==> src/rtl/sar_search_ctrl_if.sv <==
// Comparator-side bundle for the SAR search controller: start request, the
// three magnitude flags coming back, and the candidate/result outputs.
interface sar_search_ctrl_if #(
  parameter int WIDTH = 4
);
  // start is a level sampled only while the controller is idle; it is
  // neither acknowledged nor queued, so a start seen while busy or on the
  // done cycle is simply dropped. done is a one-cycle pulse, and result and
  // error are valid from that cycle until the next accepted start.
  logic             start;
  logic             a_eq_b;
  logic             a_gt_b;
  logic             a_lt_b;
  logic [WIDTH-1:0] guess;
  logic             busy;
  logic             done;
  logic [WIDTH-1:0] result;
  logic             error;

  modport master (
    input  start, a_eq_b, a_gt_b, a_lt_b,
    output guess, busy, done, result, error
  );

  modport slave (
    output start, a_eq_b, a_gt_b, a_lt_b,
    input  guess, busy, done, result, error
  );
endinterface

==> src/rtl/sar_search_ctrl.sv <==
// Successive-approximation search: drives a candidate into an external
// comparator and resolves one bit of the unknown target per clock.
module sar_search_ctrl #(
  parameter int WIDTH = 4
) (
  input  logic              clk,
  input  logic              rst,
  sar_search_ctrl_if.master bus,
  output logic [1:0]        o_state
);
  localparam int IW = $clog2(WIDTH);
  localparam logic [IW-1:0]    TOP_IDX = IW'(WIDTH - 1);
  localparam logic [WIDTH-1:0] MSB_ONE = {1'b1, {(WIDTH-1){1'b0}}};

  typedef enum logic [1:0] {
    ST_IDLE  = 2'd0,
    ST_TRIAL = 2'd1,
    ST_DONE  = 2'd2
  } state_t;

  state_t           r_state;
  logic [WIDTH-1:0] r_guess;
  logic [IW-1:0]    r_idx;
  logic             r_busy;
  logic             r_done;
  logic [WIDTH-1:0] r_result;
  logic             r_error;

  logic             w_onehot;
  logic [WIDTH-1:0] w_work;
  logic [WIDTH-1:0] w_next_guess;

  // Working value keeps the trial bit only when the target is above the guess.
  always_comb begin
    w_onehot = ( bus.a_eq_b & ~bus.a_gt_b & ~bus.a_lt_b) |
               (~bus.a_eq_b &  bus.a_gt_b & ~bus.a_lt_b) |
               (~bus.a_eq_b & ~bus.a_gt_b &  bus.a_lt_b);
    w_work = r_guess;
    if (bus.a_lt_b) w_work[r_idx] = 1'b0;
    w_next_guess = w_work;
    if (r_idx != '0) w_next_guess[r_idx - 1'b1] = 1'b1;
  end

  always_ff @(posedge clk) begin
    if (rst) begin
      r_state  <= ST_IDLE;
      r_guess  <= '0;
      r_idx    <= TOP_IDX;
      r_busy   <= 1'b0;
      r_done   <= 1'b0;
      r_result <= '0;
      r_error  <= 1'b0;
    end else begin
      case (r_state)
        ST_IDLE: begin
          r_done <= 1'b0;
          if (bus.start) begin
            r_guess  <= MSB_ONE;
            r_idx    <= TOP_IDX;
            r_result <= '0;
            r_error  <= 1'b0;
            r_busy   <= 1'b1;
            r_state  <= ST_TRIAL;
          end
        end
        ST_TRIAL: begin
          if (!w_onehot) begin
            r_error  <= 1'b1;
            r_result <= '0;
            r_busy   <= 1'b0;
            r_done   <= 1'b1;
            r_state  <= ST_DONE;
          end else if (bus.a_eq_b) begin
            r_result <= r_guess;
            r_busy   <= 1'b0;
            r_done   <= 1'b1;
            r_state  <= ST_DONE;
          end else if (r_idx == '0) begin
            // Last bit decided by gt/lt alone; this is how target 0 resolves.
            r_result <= w_work;
            r_busy   <= 1'b0;
            r_done   <= 1'b1;
            r_state  <= ST_DONE;
          end else begin
            r_guess <= w_next_guess;
            r_idx   <= r_idx - 1'b1;
          end
        end
        ST_DONE: begin
          r_done  <= 1'b0;
          r_state <= ST_IDLE;
        end
        default: begin
          r_busy  <= 1'b0;
          r_done  <= 1'b0;
          r_state <= ST_IDLE;
        end
      endcase
    end
  end

  assign bus.guess  = r_guess;
  assign bus.busy   = r_busy;
  assign bus.done   = r_done;
  assign bus.result = r_result;
  assign bus.error  = r_error;
  assign o_state    = r_state;
endmodule

==> src/flat_wrapper.sv <==
// flat-port wrapper written by rule: the top's interface ports become plain ports
module sar_search_ctrl_flat 
#(
  parameter int WIDTH = 4
)
  (clk, rst, o_state, bus_start, bus_a_eq_b, bus_a_gt_b, bus_a_lt_b, bus_guess, bus_busy, bus_done, bus_result, bus_error);
  sar_search_ctrl_if #(.WIDTH(WIDTH)) bus_i ();
  input  logic clk;
  input  logic rst;
  output logic [1:0] o_state;
  input wire logic [$bits(bus_i.start)-1:0] bus_start;
  input wire logic [$bits(bus_i.a_eq_b)-1:0] bus_a_eq_b;
  input wire logic [$bits(bus_i.a_gt_b)-1:0] bus_a_gt_b;
  input wire logic [$bits(bus_i.a_lt_b)-1:0] bus_a_lt_b;
  output wire logic [$bits(bus_i.guess)-1:0] bus_guess;
  output wire logic [$bits(bus_i.busy)-1:0] bus_busy;
  output wire logic [$bits(bus_i.done)-1:0] bus_done;
  output wire logic [$bits(bus_i.result)-1:0] bus_result;
  output wire logic [$bits(bus_i.error)-1:0] bus_error;
  assign bus_i.start = bus_start;
  assign bus_i.a_eq_b = bus_a_eq_b;
  assign bus_i.a_gt_b = bus_a_gt_b;
  assign bus_i.a_lt_b = bus_a_lt_b;
  assign bus_guess = bus_i.guess;
  assign bus_busy = bus_i.busy;
  assign bus_done = bus_i.done;
  assign bus_result = bus_i.result;
  assign bus_error = bus_i.error;
  sar_search_ctrl #(.WIDTH(WIDTH)) u_core (.clk(clk), .rst(rst), .bus(bus_i), .o_state(o_state));
endmodule
==> config.mk <==
export PLATFORM = sky130hd
export DESIGN_NAME = sar_search_ctrl_flat
export DESIGN_NICKNAME = d
export VERILOG_FILES = /design/src/rtl/sar_search_ctrl_if.sv /design/src/rtl/sar_search_ctrl.sv /design/src/flat_wrapper.sv
export SDC_FILE = /design/constraint.sdc
export NUM_CORES = 1
export LEC_CHECK = 0
export CAP_MARGIN = 20
export CORE_MARGIN = 2
export CORE_UTILIZATION = 23
export DETAILED_ROUTE_END_ITERATION = 12
export MAX_ROUTING_LAYER = met4
export SLEW_MARGIN = 20
export SYNTH_ARGS = -nofsm -noshare
export SYNTH_HDL_FRONTEND = slang
export SYNTH_SLANG_ARGS = --single-unit
==> constraint.sdc <==
create_clock -name clk -period 2 [get_ports clk]
set_input_delay 0.6 -clock clk [delete_from_list [all_inputs] [get_ports clk]]
set_output_delay 0.6 -clock clk [all_outputs]
set_load 0.01 [all_outputs]
# Word-level counts from Yosys, hierarchy flattened
# Cells that the tools add are included.
classes:
  addsub: 1
  n_mul: 0
  div: 0
  order_cmp: 4
  eq_ne: 9
  shifts: 0
  n_mux: 37
  n_bitwise: 16
  n_reduce_logical: 12
ops:
  columns: ["operator", "n"]
  rows:
  - ["$mux 4", 10]
  - ["$mux 2", 8]
  - ["$pmux 4 s2", 2]
  - ["$mux 1", 11]
  - ["$reduce_and 3->1", 3]
  - ["$ne 2x2->1 const B", 4]
  - ["$pmux 2 s2", 2]
  - ["$and 1x1->1", 6]
  - ["$lt 2x3->1 const B", 2]
  - ["$not 1->1", 5]
  - ["$reduce_and 5->1", 1]
  - ["$and 4x4->4", 1]
  - ["$demux 1 s2", 2]
  - ["$ge 2x1->1 const B", 2]
  - ["$logic_not 2->1", 2]
  - ["$ne 4x4->1 const B", 1]
  - ["$not 4->4", 1]
  - ["$or 4x4->4", 1]
  - ["$reduce_bool 2->1", 2]
  - ["$ne 3x3->1 const B", 1]
  - ["$pmux 1 s3", 1]
  - ["$eq 2x1->1 const B", 1]
  - ["$eq 2x2->1 const B", 1]
  - ["$logic_and 1x1->1", 2]
  - ["6 further kinds", 7]
totals:
  regBits: 15
  latch_bits: 0
  ram_bits: 0
  romBits: 0
  inputBits: 6
  elab_cells: 86
  n_memories: 0

# Longest topological paths before layout
# Gate-level depths: netlist (run 1).
depth:
  depth_word: 13
  ltp_mapped: 7
  mapped_depth_nobuf: 6

# Worst setup path after synthesis (run 1)
# Ideal clock, no wire load.
synth_path:
  kind: "flip-flop to flip-flop"
  startpoint: "register u_core.r_idx[0]"
  endpoint: "register u_core.r_result[3], in the netlist u_core.bus.result[3]"
  setup_ps: 61
  arrival_ps: 1695
  required_ps: 1939
  setup_slack_ps: 244
  stages_incl_launch_ff: 7
  synth_period_minus_slack_ps: 1756
  path_cell_list: "dfxtp_1 -> inv_1 -> ha_1 -> clkbuf_1 -> or4b_1 -> o22ai_1 -> a32o_1"
synth_via:
  elab_chain_len: 11
synth_lines:
  columns: ["element", "line", "source"]
  rows:
  - ["from (decl)", "sar_search_ctrl.sv:23", "logic [IW-1:0] r_idx;"]
  - ["from (signal assigned)", "sar_search_ctrl.sv:86", "r_idx <= r_idx - 1'b1;"]
  - ["$lt 2x3->1 (not written as such) / $ge 2x1->1 (equally long branches)", "sar_search_ctrl.sv:39", "if (bus.a_lt_b) w_work[r_idx] = 1'b0;"]
  - ["$logic_and 1x1->1 (not written as such)", "sar_search_ctrl.sv:39", null]
  - ["$mux 1 (not written as such)", "sar_search_ctrl.sv:39", null]
  - ["$demux 1 s2", null, null]
  - ["$not 4->4 (no line)", null, null]
  - ["$and 4x4->4 (no line)", null, null]
  - ["$mux 4", "sar_search_ctrl.sv:39", null]
  - ["$mux 4", "sar_search_ctrl.sv:78", "end else if (r_idx == '0) begin"]
  - ["$mux 4", "sar_search_ctrl.sv:73", "end else if (bus.a_eq_b) begin"]
  - ["$mux 4", "sar_search_ctrl.sv:67", "if (!w_onehot) begin"]
  - ["$pmux 4 s2", "sar_search_ctrl.sv:54", "case (r_state)"]
  - ["to (signal assigned)", "sar_search_ctrl.sv:74", "r_result <= r_guess;"]
  - ["to (signal assigned)", "sar_search_ctrl.sv:80", "r_result <= w_work;"]
  - ["to (decl)", "sar_search_ctrl.sv:26", "logic [WIDTH-1:0] r_result;"]
# Parallel ways exist; a longest one is shown, timed or not. The select of a mux whose other input is x is not followed.
# A chain may end at the register's enable or synchronous reset.

# Final worst setup path (run 1)
layout_path:
  startpoint: "register u_core.r_state[1], in the netlist u_core.o_state[1]"
  endpoint: "output port o_state[1]"
layout_rtl:
  columns: ["element", "line", "source"]
  rows:
  - ["from (decl)", "sar_search_ctrl.sv:21", "state_t r_state;"]
  - ["from (signal assigned)", "sar_search_ctrl.sv:46", "r_state <= ST_IDLE;"]
  - ["from (signal assigned)", "sar_search_ctrl.sv:63", "r_state <= ST_TRIAL;"]
  - ["from (signal assigned)", "sar_search_ctrl.sv:72", "r_state <= ST_DONE;"]
  - ["to (decl)", "flat_wrapper.sv:10", "output logic [1:0] o_state;"]
# No word-level cell between the ends.

==> impl_metrics.py, run 1 <==
metrics = {
    "outcome": {
        "outcome": "complete, no violations",
    },
    "routing": {
        "totalWireLength_um": 1960,
        "drtIter0Drc": 59,
        "vias": 791,
        "drc_errors": 0,
        "firstDrtPassIters": 4,
        "wire_per_inst_um": 11.3,
        "via_per_inst": 4.55,
        "antenna_left": 0,
    },
    "sta": {
        "finalCritPeriodShare_pct": 94.8,
        "worst_pin_slew_ps": 360,
        "skew_ps": 2.96,
        "rsz0062_at_grt": "no",
        "hold_viol": 0,
        "period_minus_slack_ps": 1900,
        "timing.fmax_ghz": 0.528,
        "slew_headroom_pct": 75.7,
        "hold_ws_ps": 461,
        "setup_tns_ps": 0,
        "finalMaxSlewViolations": 0,
        "setup_viol": 0,
    },
    "worst_setup_path": {
        "reg2reg_depth": 7,
        "cp_data_required_time_ps": 1400,
        "cp_top_family": "buffers and inverters",
        "worstPathArrival_ps": 1300,
        "cp-start-kind": "flop",
        "criticalPathCategory": "reg2out",
        "worstPathCellList": "clkdlybuf4s50_1",
        "cp_num_buf_inv": 1,
        "endpoint_kind": "primary output",
        "slowest_stage": "clkdlybuf4s50_1",
        "cp.depth": 1,
        "worst-path-max-fanout": 6,
        "critPathMaxStageDelay_ps": 580,
    },
    "synthesis": {
        "yosys.area_share.adder_pct": 6.02,
        "synth_nets": 105,
        "synth_top_family_by_area": "simple AND/OR/NAND/NOR gates",
        "synthCells": 95,
        "synth-compound-area-share_pct": 18.4,
        "synth_xor_xnor_area_share_pct": 3.01,
        "synth_seq_area_share_pct": 36.1,
        "synth_warnings": 0,
        "synth.avg_cell_area_um2": 8.75,
        "synthSimpleGateAreaFrac_pct": 29.7,
        "synth.ff_latch_count": 15,
        "synthesis.area_um2": 831,
        "yosysUniqueCellTypes": 31,
        "synthMuxAreaShare_pct": 3.61,
    },
    "clock_tree": {
        "clkSlewWorstSetupHoldPaths_ps": 90,
        "cts_buffer_depth": 2,
        "root_buffer": "clkbuf_4",
        "cts_inserted_buffers": 3,
        "htree_levels": 1,
        "clock-sinks": 15,
        "tritoncts": "done",
        "clock_latency_ps": 280,
        "post-cts-setup-buffers": 0,
    },
    "final_layout": {
        "stdcell_area_um2": 1190,
        "drive_gt1_share_pct": 19.5,
        "nets": 139,
        "final_util_pct": 34.9,
        "n_antenna_cell": 0,
        "area_growth_pct": 43.7,
    },
    "grt": {
        "grt_max_degree": 15,
        "grt_pass1_wl_um": 3390,
        "grt_usage_pct": 10.6,
        "grt_pass1_vias": 734,
        "antenna_found_initial": 0,
        "grt.overflow.total": 0,
    },
    "floorplan": {
        "fp.dieH_um": 64.1,
        "num_rows": 21,
        "die-area_um2": 4110,
        "coreArea_um2": 3420,
        "start_util_pct": 24.3,
        "fp.dieW_um": 64.1,
        "io_pins": 19,
    },
    "placed_design": {
        "io_buffers": 18,
        "place_area_um2": 1170,
        "hpwlAfterDp_um": 1510,
        "finalWeightedCongestion": 0.810,
    },
    "pwr": {
        "power_density_nw_per_um2": 532,
        "ir_drop_v": 0.000214,
        "p_leak_uw": 0.000465,
        "finalPower_uw": 635,
    },
    "job": {
        "maxCapViolCount": 0,
    },
    "hold_path": {
        "whs_path_depth": 2,
        "hp-class": "reg2reg",
    },
}
-- per-layer routing --
layer	GRT usage [%]	routed length [µm]
met5	-	0
met4	4.79	42
met3	0.704	43
met2	16.5	934
met1	14.0	942
-- final timing paths --
kind,from,end,slack (ps)
setup reg to reg,u_core.r_idx[1],u_core.bus.result[1],200
setup / recovery,u_core.o_state[1],o_state[1],100
hold / removal,u_core.bus.result[2],u_core.bus.result[2],460
hold reg to reg,u_core.bus.result[2],u_core.bus.result[2],460
-- sequential cells by signal, indices dropped and copies added (netlist names) --
register / count
u_core.bus.error: 1
u_core.r_idx: 2
u_core.bus.result: 4
u_core.bus.guess: 4
u_core.bus.done: 1
u_core.o_state: 2
u_core.bus.busy: 1
-- cell usage after synthesis --
cell type / number / area, µm²
dfxtp_1: 15 / 300
nand2_1: 8 / 30.0
nor2_1: 8 / 30.0
a21oi_1: 7 / 35.0
o21ai_0: 7 / 35.0
nand2b_1: 5 / 31.3
nor2b_1: 5 / 31.3
clkbuf_1: 4 / 15.0
ha_1: 4 / 50.1
inv_1: 3 / 11.3
mux2i_1: 3 / 30.0
or4b_1: 3 / 30.0
a21o_1: 2 / 15.0
nand3b_1: 2 / 15.0
o21a_1: 2 / 15.0
o41ai_1: 2 / 17.5
a311oi_1: 1 / 8.76
a32o_1: 1 / 10.0
and2_1: 1 / 6.26
and3b_2: 1 / 10.0
nand3_1: 1 / 5.00
nor2_2: 1 / 6.26
nor3b_1: 1 / 7.51
nor4_1: 1 / 6.26
nor4_4: 1 / 21.3
nor4b_1: 1 / 8.76
o21ba_2: 1 / 10.0
o22ai_1: 1 / 6.26
or3_2: 1 / 7.51
xnor2_2: 1 / 16.3
xor2_1: 1 / 8.76
-- cells by family after synthesis --
group	after synthesis
muxes	3
DFF	15
xor gates and xnor gates	2
and+or+nand+nor	40
adders and majority gates	4
buffers and inverters	7
AOI/OAI and AO/OA	24
-- final cells by class --
cell class	instances	area (µm²)
fill	370	2220
timing repair buffer	33	293
clock buffer	4	26.3
sequential	15	302
tap	46	57.6
multi-input combinational	73	504
inverter	3	11.3
-- what timing repair did --
action,4_1_cts,5_1_grt
hold buffers,0,0
setup endpoints to repair,0,1
gates resized for setup,0,1
-- power by group --
| part | total (µW) | leakage, µW | internal (µW) | switching [µW] |
|---|---|---|---|---|
| clock | 178 | 0.0000150 | 77.5 | 101 |
| combinational | 137 | 0.000327 | 73.8 | 63.1 |
| sequential | 319 | 0.000122 | 309 | 9.80 |
| total | 635 | 0.000465 | 461 | 174 |
-- cell usage in the layout, fill, tap and decap left out, types with 3 or more instances in the layout --
cell,n
a21oi_1,7
buf_4,15
clkbuf_4,3
clkdlybuf4s50_1,18
dfxtp_1,14
ha_1,4
inv_1,3
mux2i_1,3
nand2_1,8
nand2b_1,5
nor2_1,8
nor2b_1,5
o21ai_0,7
or4b_1,3
-- through the flow --
stage | setup WS, ps | instances
2_1_floorplan | 244 | 95
3_3_place_gp | -147 | 170
3_5_place_dp | -172 | 170
4_1_cts | 50.3 | 174
5_1_grt | 52.4 | 174
6_report | 104 | 174
No activity file was read; power rests on OpenSTA's default activity.
==> run 2: changes to the inputs <==
clock period = 1.8 ns   (was 2 ns; I/O delays follow)
==> run 2 against run 1 <==
- critical path depth unchanged
- clock skew is 2.0 ps higher
- critical path type unchanged
- sequential cell count unchanged
- clock-buffer cell count did not move
==> impl_metrics.py, run 2 (synthesis gave the netlist of run 1 again) <==
metrics = {
    "worst_setup_path": {
        "cp_data_required_time_ps": 1260,
        "critPathMaxStageDelay_ps": 540,
        "cp_top_family": "buffers and inverters",
        "endpoint_kind": "primary output",
        "worstPathCellList": "clkdlybuf4s50_1",
        "cp-start-kind": "flop",
        "worstPathArrival_ps": 1190,
        "slowest_stage": "clkdlybuf4s50_1",
        "cp_num_buf_inv": 1,
        "criticalPathCategory": "reg2out",
        "worst-path-max-fanout": 3,
    },
    "placed_design": {
        "hpwlAfterDp_um": 1620,
        "dp_cells": 173,
        "finalWeightedCongestion": 0.777,
        "place_area_um2": 1190,
        "io_buffers": 18,
        "place_ws_ps": -314,
    },
    "pwr": {
        "ir_drop_v": 0.000176,
        "p_leak_uw": 0.000581,
        "finalPower_uw": 712,
        "power_density_nw_per_um2": 566,
    },
    "hold_path": {
        "hp-class": "reg2reg",
    },
    "routing": {
        "wire_per_inst_um": 11.7,
        "vias": 806,
        "totalWireLength_um": 2100,
        "drc_errors": 0,
        "drtIter0Drc": 45,
        "antenna_left": 0,
        "via_per_inst": 4.50,
        "firstDrtPassIters": 4,
    },
    "grt": {
        "grt_pass1_vias": 780,
        "antenna_found_initial": 0,
        "grt_pass1_wl_um": 3670,
        "grt_usage_pct": 11.9,
        "grt.overflow.total": 0,
        "grt_max_degree": 15,
    },
    "final_layout": {
        "layout_common_cells": "buf_4, dfxtp_1, clkdlybuf4s50_1, nand2_1, nor2_1",
        "stdcell_area_um2": 1260,
        "instances_no_fill": 179,
        "drive_gt1_share_pct": 25.6,
        "n_antenna_cell": 0,
        "area_growth_pct": 51.2,
        "layout_commonest_cell": "buf_4",
        "nets": 144,
    },
    "floorplan": {
        "io_pins": 19,
        "fp.dieH_um": 64.1,
        "start_util_pct": 24.3,
        "die-area_um2": 4110,
        "num_rows": 21,
        "fp.dieW_um": 64.1,
        "coreArea_um2": 3420,
    },
    "job": {
        "maxCapViolCount": 0,
    },
    "sta": {
        "slew_headroom_pct": 79.1,
        "setup_viol": 0,
        "postLayoutSetupSlackWorst_ps": 70.6,
        "timing.fmax_ghz": 0.578,
        "worst_pin_slew_ps": 310,
        "finalCritPeriodShare_pct": 96.1,
        "hold_viol": 0,
        "finalMaxSlewViolations": 0,
        "skew_ps": 4.96,
        "hold_ws_ps": 458,
        "period_minus_slack_ps": 1730,
    },
    "clock_tree": {
        "cts_buffer_depth": 2,
        "cts_inserted_buffers": 3,
        "htree_levels": 1,
        "root_buffer": "clkbuf_4",
        "clock-sinks": 15,
        "clock_latency_ps": 290,
        "tritoncts": "done",
        "clkSlewWorstSetupHoldPaths_ps": 90,
    },
    "outcome": {
        "outcome": "complete, no violations",
    },
}
run 2: final timing paths:
path	startpoint	endpoint	slack, ps	cells past startpoint
setup / recovery	u_core.bus.busy	bus_busy	70	1
hold / removal	u_core.bus.result[1]	u_core.bus.result[1]	460	2
setup reg to reg	u_core.r_idx[0]	u_core.bus.result[2]	120	7
hold reg to reg	u_core.bus.result[1]	u_core.bus.result[1]	460	2
run 2: power breakdown:
part	internal [µW]	switching, µW	total [µW]
registers	344	11.0	355
logic	83.9	73.6	157
clock network	86.4	112	199
run 2: layout make-up:
class,instances,area (µm²)
Clock buffer,4,26.3
Fill cell,368,2160
Inverter,3,11.3
Sequential cell,15,304
Timing Repair Buffer,38,339
Multi-Input combinational cell,73,518
Tap cell,46,57.6
run 2: through the flow:
stage | utilization, % | TNS [ps]
after floorplan | - | 0
final | 36.8 | 0
after global placement | 34.8 | -2640
after CTS | 36.0 | 0
after global routing | 36.8 | -4.56
after detailed placement | 34.8 | -2890
run 2: what timing repair did:
item / 4_1_cts / 5_1_grt
endpoints found under the hold margin: 0 / 0
pin swaps: 2 / 1
endpoints found under the setup margin: 3 / 9
resized for setup: 6 / 7
buffers inserted: 1 / 1
hold buffers: 0 / 0
run 2: per-layer routing:
metal / GRT usage [%] / wire [µm] / share of wire (%) / vias up
met3: 1.76 / 75 / 3.6 / 5
met2: 18.1 / 1050 / 50 / 19
met4: 6.38 / 59 / 2.8 / 0
met1: 15.2 / 916 / 44 / 371
met5: - / 0 / 0 / -
li1: - / - / - / 411
run 2: worst register-to-register path: stages (launching register included):
cell     delay (ps)
dfxtp_1         340
inv_1            60
ha_1            290
or4b_1          520
o22ai_1         130
buf_4           150
nand2_1          50
o21ai_0          70
